`src/rtl/stopwatch_mmss.sv`:
```
// -----------------------------------------------------------------------------
// stopwatch_mmss
//   Four-digit MM:SS stopwatch core. Raw active-low pushbuttons are conditioned
//   internally (two-flop sync, debounce, press detect), a small IDLE/RUN/PAUSE
//   FSM decides when the 1 Hz tick advances a BCD digit chain, and the four
//   digits are presented as 5-bit values ready for per-digit 7-segment decoders.
//
// Parameters
//   DEBOUNCE_CYCLES : clk cycles a synchronized key level must hold before it
//                     is accepted.
//   SEC_MAX_TENS    : top value of the seconds-tens and minutes-tens digits.
//
// Ports
//   clk          in   system clock
//   rst          in   synchronous, active-high reset
//   tick         in   one-clk count-enable pulse, once per second
//   key_start_n  in   raw start/stop button, active-low, asynchronous
//   key_clear_n  in   raw clear button, active-low, asynchronous
//   digit0..3    out  seconds units, seconds tens, minutes units, minutes tens
//   running      out  high while the FSM is in RUN
//   wrap         out  one-clk pulse when 59:59 rolls over to 00:00
//   dbg_state    out  current FSM state (0 IDLE, 1 RUN, 2 PAUSE) for checkers
//
// Every output is a register; nothing combinational reaches the pins.
// -----------------------------------------------------------------------------
module stopwatch_mmss #(
  parameter int DEBOUNCE_CYCLES = 500000,
  parameter int SEC_MAX_TENS    = 5
) (
  input  logic       clk,
  input  logic       rst,
  input  logic       tick,
  input  logic       key_start_n,
  input  logic       key_clear_n,
  output logic [4:0] digit0,
  output logic [4:0] digit1,
  output logic [4:0] digit2,
  output logic [4:0] digit3,
  output logic       running,
  output logic       wrap,
  output logic [1:0] dbg_state
);

  typedef enum logic [1:0] {
    S_IDLE  = 2'd0,
    S_RUN   = 2'd1,
    S_PAUSE = 2'd2
  } state_t;

  localparam int CW = (DEBOUNCE_CYCLES > 1) ? $clog2(DEBOUNCE_CYCLES) : 1;
  localparam logic [CW-1:0] CNT_LAST = CW'(DEBOUNCE_CYCLES - 1);
  localparam logic [3:0]    MAX_T    = 4'(SEC_MAX_TENS);

  // ---------------------------------------------------------------------------
  // Key conditioning. Index 0 = start, index 1 = clear.
  // The counter only runs while the synchronized level disagrees with the
  // accepted level, so any bounce back to the accepted level restarts it.
  // A press is emitted only on an accepted 1->0 change; releases are silent
  // and a held key cannot produce a second press.
  // ---------------------------------------------------------------------------
  logic [1:0]         w_key_n;
  logic [1:0]         r_sync1;
  logic [1:0]         r_sync2;
  logic [1:0]         r_deb;
  logic [1:0]         r_press;
  logic [1:0][CW-1:0] r_cnt;

  assign w_key_n = {key_clear_n, key_start_n};

  always_ff @(posedge clk) begin
    if (rst) begin
      r_sync1 <= 2'b11;
      r_sync2 <= 2'b11;
      r_deb   <= 2'b11;
      r_press <= 2'b00;
      r_cnt   <= '0;
    end else begin
      r_sync1 <= w_key_n;
      r_sync2 <= r_sync1;
      for (int k = 0; k < 2; k++) begin
        r_press[k] <= 1'b0;
        if (r_sync2[k] == r_deb[k]) begin
          r_cnt[k] <= '0;
        end else if (r_cnt[k] == CNT_LAST) begin
          r_deb[k]   <= r_sync2[k];
          r_cnt[k]   <= '0;
          r_press[k] <= ~r_sync2[k];
        end else begin
          r_cnt[k] <= r_cnt[k] + CW'(1);
        end
      end
    end
  end

  logic w_start;
  logic w_clear;

  assign w_start = r_press[0];
  assign w_clear = r_press[1];

  // ---------------------------------------------------------------------------
  // BCD digit chain: next values assuming one more second is counted.
  // w_c3 marks the 59:59 -> 00:00 rollover.
  // ---------------------------------------------------------------------------
  logic [3:0] r_d0, r_d1, r_d2, r_d3;
  logic [3:0] w_n0, w_n1, w_n2, w_n3;
  logic       w_c0, w_c1, w_c2, w_c3;

  assign w_c0 = (r_d0 == 4'd9);
  assign w_c1 = w_c0 && (r_d1 == MAX_T);
  assign w_c2 = w_c1 && (r_d2 == 4'd9);
  assign w_c3 = w_c2 && (r_d3 == MAX_T);

  assign w_n0 = w_c0 ? 4'd0 : r_d0 + 4'd1;
  assign w_n1 = w_c0 ? (w_c1 ? 4'd0 : r_d1 + 4'd1) : r_d1;
  assign w_n2 = w_c1 ? (w_c2 ? 4'd0 : r_d2 + 4'd1) : r_d2;
  assign w_n3 = w_c2 ? (w_c3 ? 4'd0 : r_d3 + 4'd1) : r_d3;

  // ---------------------------------------------------------------------------
  // Control FSM with registered running/wrap and the digit registers.
  // Clear beats start in IDLE and PAUSE; in RUN clear is ignored and a tick
  // arriving with a start press is still counted on the way into PAUSE.
  // ---------------------------------------------------------------------------
  state_t r_state;
  logic   r_running;
  logic   r_wrap;

  always_ff @(posedge clk) begin
    if (rst) begin
      r_state   <= S_IDLE;
      r_running <= 1'b0;
      r_wrap    <= 1'b0;
      r_d0      <= 4'd0;
      r_d1      <= 4'd0;
      r_d2      <= 4'd0;
      r_d3      <= 4'd0;
    end else begin
      r_wrap <= 1'b0;
      case (r_state)
        S_IDLE: begin
          if (w_clear) begin
            r_d0 <= 4'd0;
            r_d1 <= 4'd0;
            r_d2 <= 4'd0;
            r_d3 <= 4'd0;
          end else if (w_start) begin
            r_state   <= S_RUN;
            r_running <= 1'b1;
          end
        end
        S_RUN: begin
          if (tick) begin
            r_d0   <= w_n0;
            r_d1   <= w_n1;
            r_d2   <= w_n2;
            r_d3   <= w_n3;
            r_wrap <= w_c3;
          end
          if (w_start) begin
            r_state   <= S_PAUSE;
            r_running <= 1'b0;
          end
        end
        S_PAUSE: begin
          if (w_clear) begin
            r_state   <= S_IDLE;
            r_running <= 1'b0;
            r_d0      <= 4'd0;
            r_d1      <= 4'd0;
            r_d2      <= 4'd0;
            r_d3      <= 4'd0;
          end else if (w_start) begin
            r_state   <= S_RUN;
            r_running <= 1'b1;
          end
        end
        default: begin
          r_state   <= S_IDLE;
          r_running <= 1'b0;
        end
      endcase
    end
  end

  assign digit0    = {1'b0, r_d0};
  assign digit1    = {1'b0, r_d1};
  assign digit2    = {1'b0, r_d2};
  assign digit3    = {1'b0, r_d3};
  assign running   = r_running;
  assign wrap      = r_wrap;
  assign dbg_state = r_state;

endmodule

```
`config.mk`:
```
export PLATFORM = sky130hd
export DESIGN_NAME = stopwatch_mmss
export DESIGN_NICKNAME = d
export VERILOG_FILES = /design/src/rtl/stopwatch_mmss.sv
export SDC_FILE = /design/constraint.sdc
export NUM_CORES = 1
export LEC_CHECK = 0
export CAP_MARGIN = 20
export CORE_AREA = 2 2 77 79
export CTS_CLUSTER_DIAMETER = 80
export DETAILED_ROUTE_END_ITERATION = 10
export DIE_AREA = 0 0 79 81
export GPL_ROUTABILITY_DRIVEN = 0
export PLACE_DENSITY_LB_ADDON = 0.05
export SLEW_MARGIN = 20
export SYNTH_ARGS = -nofsm -noshare
export SYNTH_HDL_FRONTEND = slang
export SYNTH_SLANG_ARGS = --single-unit
```
`constraint.sdc`:
```
create_clock -name clk -period 2.3 [get_ports clk]
set_clock_uncertainty 0.15 [all_clocks]
set_input_delay 0.46 -clock clk [delete_from_list [all_inputs] [get_ports clk]]
set_output_delay 0.46 -clock clk [all_outputs]
set_load 0.02 [all_outputs]
```
* Word-level counts from Yosys, hierarchy flattened
Index checks and enable logic that the tools add are counted.
** Cells by class
- Mux-type cells :: 26
- Eq/ne operators :: 17
- Bitwise gates (word level) :: 8
- Reductions and logical operators :: 18
- Add/sub/neg operators :: 6
** Operator list (number)
- 4-bit two-way mux :: 12
- 19-bit by 1-bit adder with 19-bit output (second input constant) :: 2
- 19-bit == test (second input constant) :: 2
- 4-bit case mux with 2 select lines :: 4
- 4-bit by 1-bit adder with 4-bit output (second input constant) :: 4
- 3-bit OR reduction :: 5
- 2-bit inequality test (second input constant) :: 6
- 4-bit AND reduction :: 3
- 4-bit by 3-bit == test with 1-bit output (second input constant) :: 2
- 4-bit == test (second input constant) :: 2
- 2-bit two-way mux :: 4
- 1-bit NOT :: 8
- 2-bit case mux with 3 select lines :: 1
- 2-bit AND reduction :: 3
- 1-bit two-way mux :: 4
- 1-bit logical AND :: 3
- 1-bit case mux with 3 select lines :: 1
- 3-bit AND reduction :: 1
- 1-bit == test :: 2
- 2-bit by 1-bit == test with 1-bit output (second input constant) :: 1
- 2-bit == test (second input constant) :: 1
- 2-bit zero test :: 1
- 2-bit by 1-bit inequality test with 1-bit output (second input constant) :: 1
- 2-bit nonzero test :: 1
- 2-bit OR reduction :: 1
** Storage, ports and cells
- Bits of input ports :: 5
- Output and inout port bits :: 24
- Register bits after elaboration :: 66
- Word-level logic and storage cells :: 90

* Logic depth before layout (Yosys ltp)
Gate-level depths: netlist of the first run.
- Depth in word-level cells :: 8
- Depth in mapped cells :: 6
- Gate-level depth less buffers :: 6

* Worst setup path before layout of the first run
OpenSTA, ideal clock, no wires.
- Path type :: flip-flop to flip-flop
- Start point :: register r_cnt[6] in the netlist's numbering
- End point :: register r_cnt[10] in the netlist's numbering
- Library setup time :: 0.115 ns
- Arrival :: 1.832 ns
- Path buffers :: 1
- Clock period less this slack :: 2.097 ns
- Stages on the path, launching flop included :: 6
- Data required time :: 2.035 ns
- Slack :: 0.203 ns
- Cells stage by stage :: dfxtp_1 > or4_1 > or4_4 > o21ai_4 > buf_6 > nor2_1
** Between the ends
- Word-level cells in the longest chain between the ends :: 2
- Elaborated cells between the ends (all ways) :: 3
- Classes of those cells :: 1 x add/sub; 1 x eq/ne; 1 x reduce/logical
** Ends and longest elaborated chain
- start: declaration :: line 66 : logic [1:0][CW-1:0] r_cnt;
- start signal: indexed assignment :: line 89 : r_cnt[k] <= r_cnt[k] + CW'(1);
- branches (longest 2 deep; another with 19-bit by 1-bit adder with 19-bit output)
Parallel ways; which one is timed is not known.
A chain may end at the register's enable or synchronous reset.

* Worst setup path after layout of the first run
- Start point :: register r_state[0], in the netlist dbg_state[0]
- End point :: output dbg_state[0]
** RTL lines
- start: declaration :: line 124 : state_t r_state;
- start signal: assignment :: line 130 : r_state <= S_IDLE;
- start signal: assignment :: line 147 : r_state <= S_RUN;
- start signal: assignment :: line 160 : r_state <= S_PAUSE;
- end: declaration :: line 41 : output logic [1:0] dbg_state
No word-level cell between the ends.

==> impl_metrics.toml, run 1 <==
[grt]
antenna_found_initial = 0
grt_use_met1 = 0.250
track_usage = 0.202
busiest_layer = "met2"
grt_start_max_net_pins = 28
met3_usage = 0.0444
gr-total-overflow = 0
grt_pass1_vias = 2284
met2_usage = 0.337
grt_pass1_wl_mm = 10.2

[finish]
utilization = 0.649
drive_gt1_frac = 0.0967
regArea_um2 = 1320
syn_to_final_growth_pct = 18.7
design_area_um2 = 3680
layout.cells.non_filler = 468
multi_input_area_um2 = 1670
nFillCells = 503
antenna_cells = 0
nets = 404

[clock_network]
cts-resized-gates = 0
clockBufferDepth = 2
h-tree-depth = 3
cts_root_buf = "clkbuf_8"
ctsHoldBuffers = 0
cts_tree = "built"
path_clk_slew_ns = 0.07
clk_latency_ns = 0.34
clock-sinks = 66
post_cts_buffers = 0
cts_buffers = 9

[sta]
fin_crit_ns = 2.19
fin_setup_tns_ns = 0
setup_viol = 0
rsz0062_at_grt = "no"
max_slew_margin = 0.634
worst_pin_slew_ns = 0.547
max_freq_ghz = 0.456
final-max-slew-violation-count = 0
whs_ns = 0.260
fin_crit_sh = 0.954
hold_viol_final = 0
setup_ws_ns = 0.106

[placed_design]
io_buffers = 24
pre_cts_ws_ns = 0.0452
place_hpwl_mm = 4.26
dpl_cell_area_um2 = 3470
numPlacedInstances = 453

[yosys]
synthFlopType = "dfxtp_1"
syn_area_um2 = 3100
synth_area_leaders = "dfxtp_1 43%, xnor2_1 5.6%, nor2_1 4.8%"
synth_commonest_cells = "66 x dfxtp_1, 40 x nor2_1, 22 x a21oi_1"
synthArstFlopShare = 0
synth.most_common_cell = "dfxtp_1"
synth_top_area_cell = "dfxtp_1"
ys_types = 54
synth_cells = 355
synth_top_area_share = 0.426
ys_warn_count = 0
synth_seq_cells = 66
synth-edff-count = 0
syn_avg_cell_area_um2 = 8.74
synth.yosys.seq_area_share = 0.426

[critical_path]
cp_top_family = "buffers and inverters"
cp_cell_sequence = "clkdlybuf4s50_1"
crit_path_end_kind = "output pin"
cp_slowest_cell = "clkdlybuf4s50_1"
worstPathMaxFanout = 11
slowest_delay_ns = 0.69
reg2regPathDepth = 5
cp.arrival_ns = 1.58
path_buf_inv = 1
path_depth = 1
crit_type = "reg -> out"
start_kind = "flip-flop"
crit_required_ns = 1.69

[drt]
detail-route-antenna-nets = 0
vias = 2600
drt_iter0_markers = 147
drt-total-wl_mm = 6.16
firstDrtPassIters = 4
viasPerCell = 5.56
wl_per_cell_um = 13.2
drc = 0

[job]
max_cap_viol_count = 0

[floorplan]
die_x_um = 79
dieArea_um2 = 6400
initial_core_util = 0.547
num_io_pins = 29
core_um2 = 5680
die_h_um = 81
rows = 28

[pwr]
p_total_mw = 2.26
p_clk_frac = 0.473
power_density_nw_per_um2 = 614
switchingPower_uw = 467
ir_worst_vdd_mv = 0.408
internal_power_mw = 1.80
power.leakage_nw = 1.16
comb_power_share = 0.019
p_sw_frac = 0.206
pwr-share-seq = 0.508

[min_path]
hold_depth = 1
worstHoldPathType = "reg -> reg"

[status]
status = "finished clean"
-- cell type report --
class	count	share of cell area
Sequential cell	66	0.359
Timing Repair Buffer	33	0.0903
Multi-Input combinational cell	266	0.454
Clock buffer	10	0.0374
Clock inverter	5	0.0214
Inverter	13	0.0132
Tap cell	75	0.0255
-- metal layers --
layer | vias up | part of all wire
met2 | 56 | 0.47
li1 | 1338 | -
met3 | 8 | 0.040
met5 | - | 0
met1 | 1198 | 0.47
met4 | 0 | 0.018
-- worst paths after layout --
check             slack [ns]                     to                      start
setup / recovery        0.11           dbg_state[0]  dbg_state[0]$_SDFFE_PP0P_
hold / removal          0.26  r_sync2[1]$_SDFF_PP1_      r_sync1[1]$_SDFF_PP1_
setup reg to reg        0.18   r_d3[3]$_SDFFE_PP0P_       r_d1[0]$_SDFFE_PP0P_
hold reg to reg         0.26  r_sync2[1]$_SDFF_PP1_      r_sync1[1]$_SDFF_PP1_
-- cells in the final DEF, fill, tap and decap left out, drive strengths merged, types with 4 or more instances in the layout --
master,Yosys,routed
inv,12,12
o31ai,7,7
nand2,21,21
o21ai,17,17
ha,10,10
nor3,8,8
conb,1,4
clkdlybuf4s50,0,24
or2,8,8
or3,12,12
nor4,5,5
nor4b,4,4
clkinv,1,4
dfxtp,66,66
buf,6,9
or4,9,9
clkbuf,7,10
nand3b,8,8
nand4,9,9
nor2,40,40
a21oi,22,22
xnor2,20,20
xor2,8,8
nand3,19,19
-- flip-flops by register name, indices dropped and copies added, names as in the netlist --
| signal | count |
|---|---|
| r_d0 | 4 |
| dbg_state | 2 |
| r_d3 | 4 |
| r_d2 | 4 |
| r_press | 2 |
| r_d1 | 4 |
| r_sync2 | 2 |
| wrap | 1 |
| r_sync1 | 2 |
| running | 1 |
| r_cnt | 38 |
| r_deb | 2 |
-- power by group through the flow --
stage / sequential (mW) / combinational, mW / clock [mW]
floorplan: 1.17 / 0.0302 / 0
global placement: 1.18 / 0.0424 / 0
detailed placement: 1.18 / 0.0423 / 0
CTS: 1.15 / 0.0426 / 1.09
global route: 1.15 / 0.0468 / 1.14
finish: 1.15 / 0.0421 / 1.07
-- kinds of logic after synthesis --
family / share of synthesized area
AO/OA/AOI/OAI: 0.128
AND/OR/NAND/NOR: 0.286
adder cells (fa/ha/maj): 0.0403
flip-flops: 0.426
buffers and inverters: 0.0391
XOR/XNOR: 0.0790
other: 0.00121
No activity file was read; power rests on OpenSTA's default activity.
==> run 2: changes to the inputs <==
- CORE_AREA: 2 2 77 79 -> 2 2 75 77
- DIE_AREA: 0 0 79 81 -> 0 0 77 79
- clock period: 2.3 -> 2.8 ns (I/O delays scaled with it)
==> run 2 against run 1 <==
Clock-buffer cell count is 3 higher. Register-to-register slack better by 0.29 ns. First-iteration DRC count is 27% lower. Cell count is 1.7% lower. Worst setup slack better by 0.36 ns. Wire length is 1.2% lower. Highest routed layer unchanged. Flip-flop and latch count stayed put. Die area is 4.9% lower. Critical endpoint is now r_d3[3]$_SDFFE_PP0P_. Non-clock buffer count is 5 lower.
==> impl_metrics.toml, run 2 (synthesis gave the netlist of run 1 again) <==
[status]
status = "finished clean"

[clock_network]
clockBufferDepth = 2
cts_tree = "built"
cts_root_buf = "clkbuf_8"
cts-resized-gates = 0
clk_latency_ns = 0.34
post_cts_buffers = 0
h-tree-depth = 3
cts_buffers = 9
clock-sinks = 66
ctsHoldBuffers = 0
path_clk_slew_ns = 0.07

[drt]
drc = 0
drt_iter0_markers = 108
viasPerCell = 5.57
drt-total-wl_mm = 6.09
vias = 2562
detail-route-antenna-nets = 0
firstDrtPassIters = 4
wl_per_cell_um = 13.2

[critical_path]
cp_slowest_cell = "or3_1"
cp.arrival_ns = 2.38
start_kind = "flip-flop"
cp_cell_sequence = "ha_1 -> nand3b_1 -> or3_1 -> a21oi_1 -> o221ai_1"
worstPathMaxFanout = 7
cp_top_family = "simple AND/OR/NAND/NOR gates"
crit_required_ns = 2.85
crit_path_end_kind = "flip-flop"
slowest_delay_ns = 0.51
path_buf_inv = 0
crit_type = "reg -> reg"

[finish]
final_cell_mix = "66 x dfxtp_1, 40 x nor2_1, 24 x clkdlybuf4s50_1, 22 x a21oi_1, 21 x nand2_1"
nets = 399
antenna_cells = 0
regMostFlops = "r_cnt"
final_common_cell = "dfxtp_1"
syn_to_final_growth_pct = 16.2
drive_gt1_frac = 0.0825
nFillCells = 480
largest_register_ffs = 38

[sta]
fin_crit_ns = 2.33
fin_crit_sh = 0.833
fin_setup_tns_ns = 0
hold_viol_final = 0
rsz0062_at_grt = "no"
worst_pin_slew_ns = 0.563
max_slew_margin = 0.624
final-max-slew-violation-count = 0
whs_ns = 0.262
max_freq_ghz = 0.429
setup_viol = 0

[floorplan]
num_io_pins = 29
initial_core_util = 0.581
rows = 27
die_h_um = 79
dieArea_um2 = 6080
die_x_um = 77
core_um2 = 5340

[pwr]
power.leakage_nw = 1.12
comb_power_share = 0.018
p_clk_frac = 0.458
switchingPower_uw = 368
power_density_nw_per_um2 = 499
pwr-share-seq = 0.525
ir_worst_vdd_mv = 0.283
p_sw_frac = 0.204
p_total_mw = 1.80
internal_power_mw = 1.43

[min_path]
worstHoldPathType = "reg -> reg"

[grt]
gr-total-overflow = 0
grt_start_max_net_pins = 19
grt_pass1_vias = 2395
track_usage = 0.213
antenna_found_initial = 0
grt_pass1_wl_mm = 10.6

[placed_design]
io_buffers = 24
place_hpwl_mm = 4.30

[job]
max_cap_viol_count = 0
[run 2: changes by cell type in the layout (fill, tap and decap cells not counted)]
cell | previous run | this run
buf_12 | 2 | 0
buf_4 | 7 | 4
bufinv_16 | 2 | 1
clkbuf_1 | 0 | 1
clkbuf_8 | 10 | 12
clkinv_2 | 2 | 1
clkinv_4 | 1 | 0
[run 2: power by group through the flow]
stage	combinational [mW]	clock (mW)	sequential, mW
after floorplan	0.0248	0	0.965
after global placement	0.0313	0	0.965
after detailed placement	0.0320	0	0.966
after CTS	0.0320	0.836	0.944
after global routing	0.0350	0.879	0.944
final	0.0318	0.824	0.944
[run 2: final cells by class]
class,count,area (µm²),share of cell area
clock buffer,13,169,0.0468
clock inverter,2,35.0,0.00972
inverter,13,48.8,0.0135
multi-input combinational,266,1670,0.464
sequential,66,1320,0.366
tap,72,90.1,0.0250
timing repair buffer,28,270,0.0749
[run 2: per-stage QoR]
stage               utilization  setup slack (ns)  instance area, µm²  std cells
finish                    0.676             0.468                3610        460
global route              0.676             0.369                3610        460
CTS                       0.676             0.475                3610        460
detailed placement        0.637             0.382                3400        445
global placement          0.637             0.442                3400        445
floorplan                     -             0.703                3110        358
[run 2: routing by layer]
| layer | vias to the layer above | wire length, µm | track usage |
|---|---|---|---|
| li1 | 1319 | - | - |
| met1 | 1189 | 2960 | 0.274 |
| met2 | 41 | 2820 | 0.346 |
| met3 | 13 | 184 | 0.0523 |
| met4 | 0 | 129 | 0.0875 |
| met5 | - | 0 | 0 |
[run 2: worst paths after layout]
path / from / end / slack, ns / depth (start not counted)
max: r_d0[0]$_SDFFE_PP0P_ / r_d3[3]$_SDFFE_PP0P_ / 0.47 / 5
min: r_sync1[0]$_SDFF_PP1_ / r_sync2[0]$_SDFF_PP1_ / 0.26 / 1
max reg2reg: r_d0[0]$_SDFFE_PP0P_ / r_d3[3]$_SDFFE_PP0P_ / 0.47 / 5
min reg2reg: r_sync1[0]$_SDFF_PP1_ / r_sync2[0]$_SDFF_PP1_ / 0.26 / 1
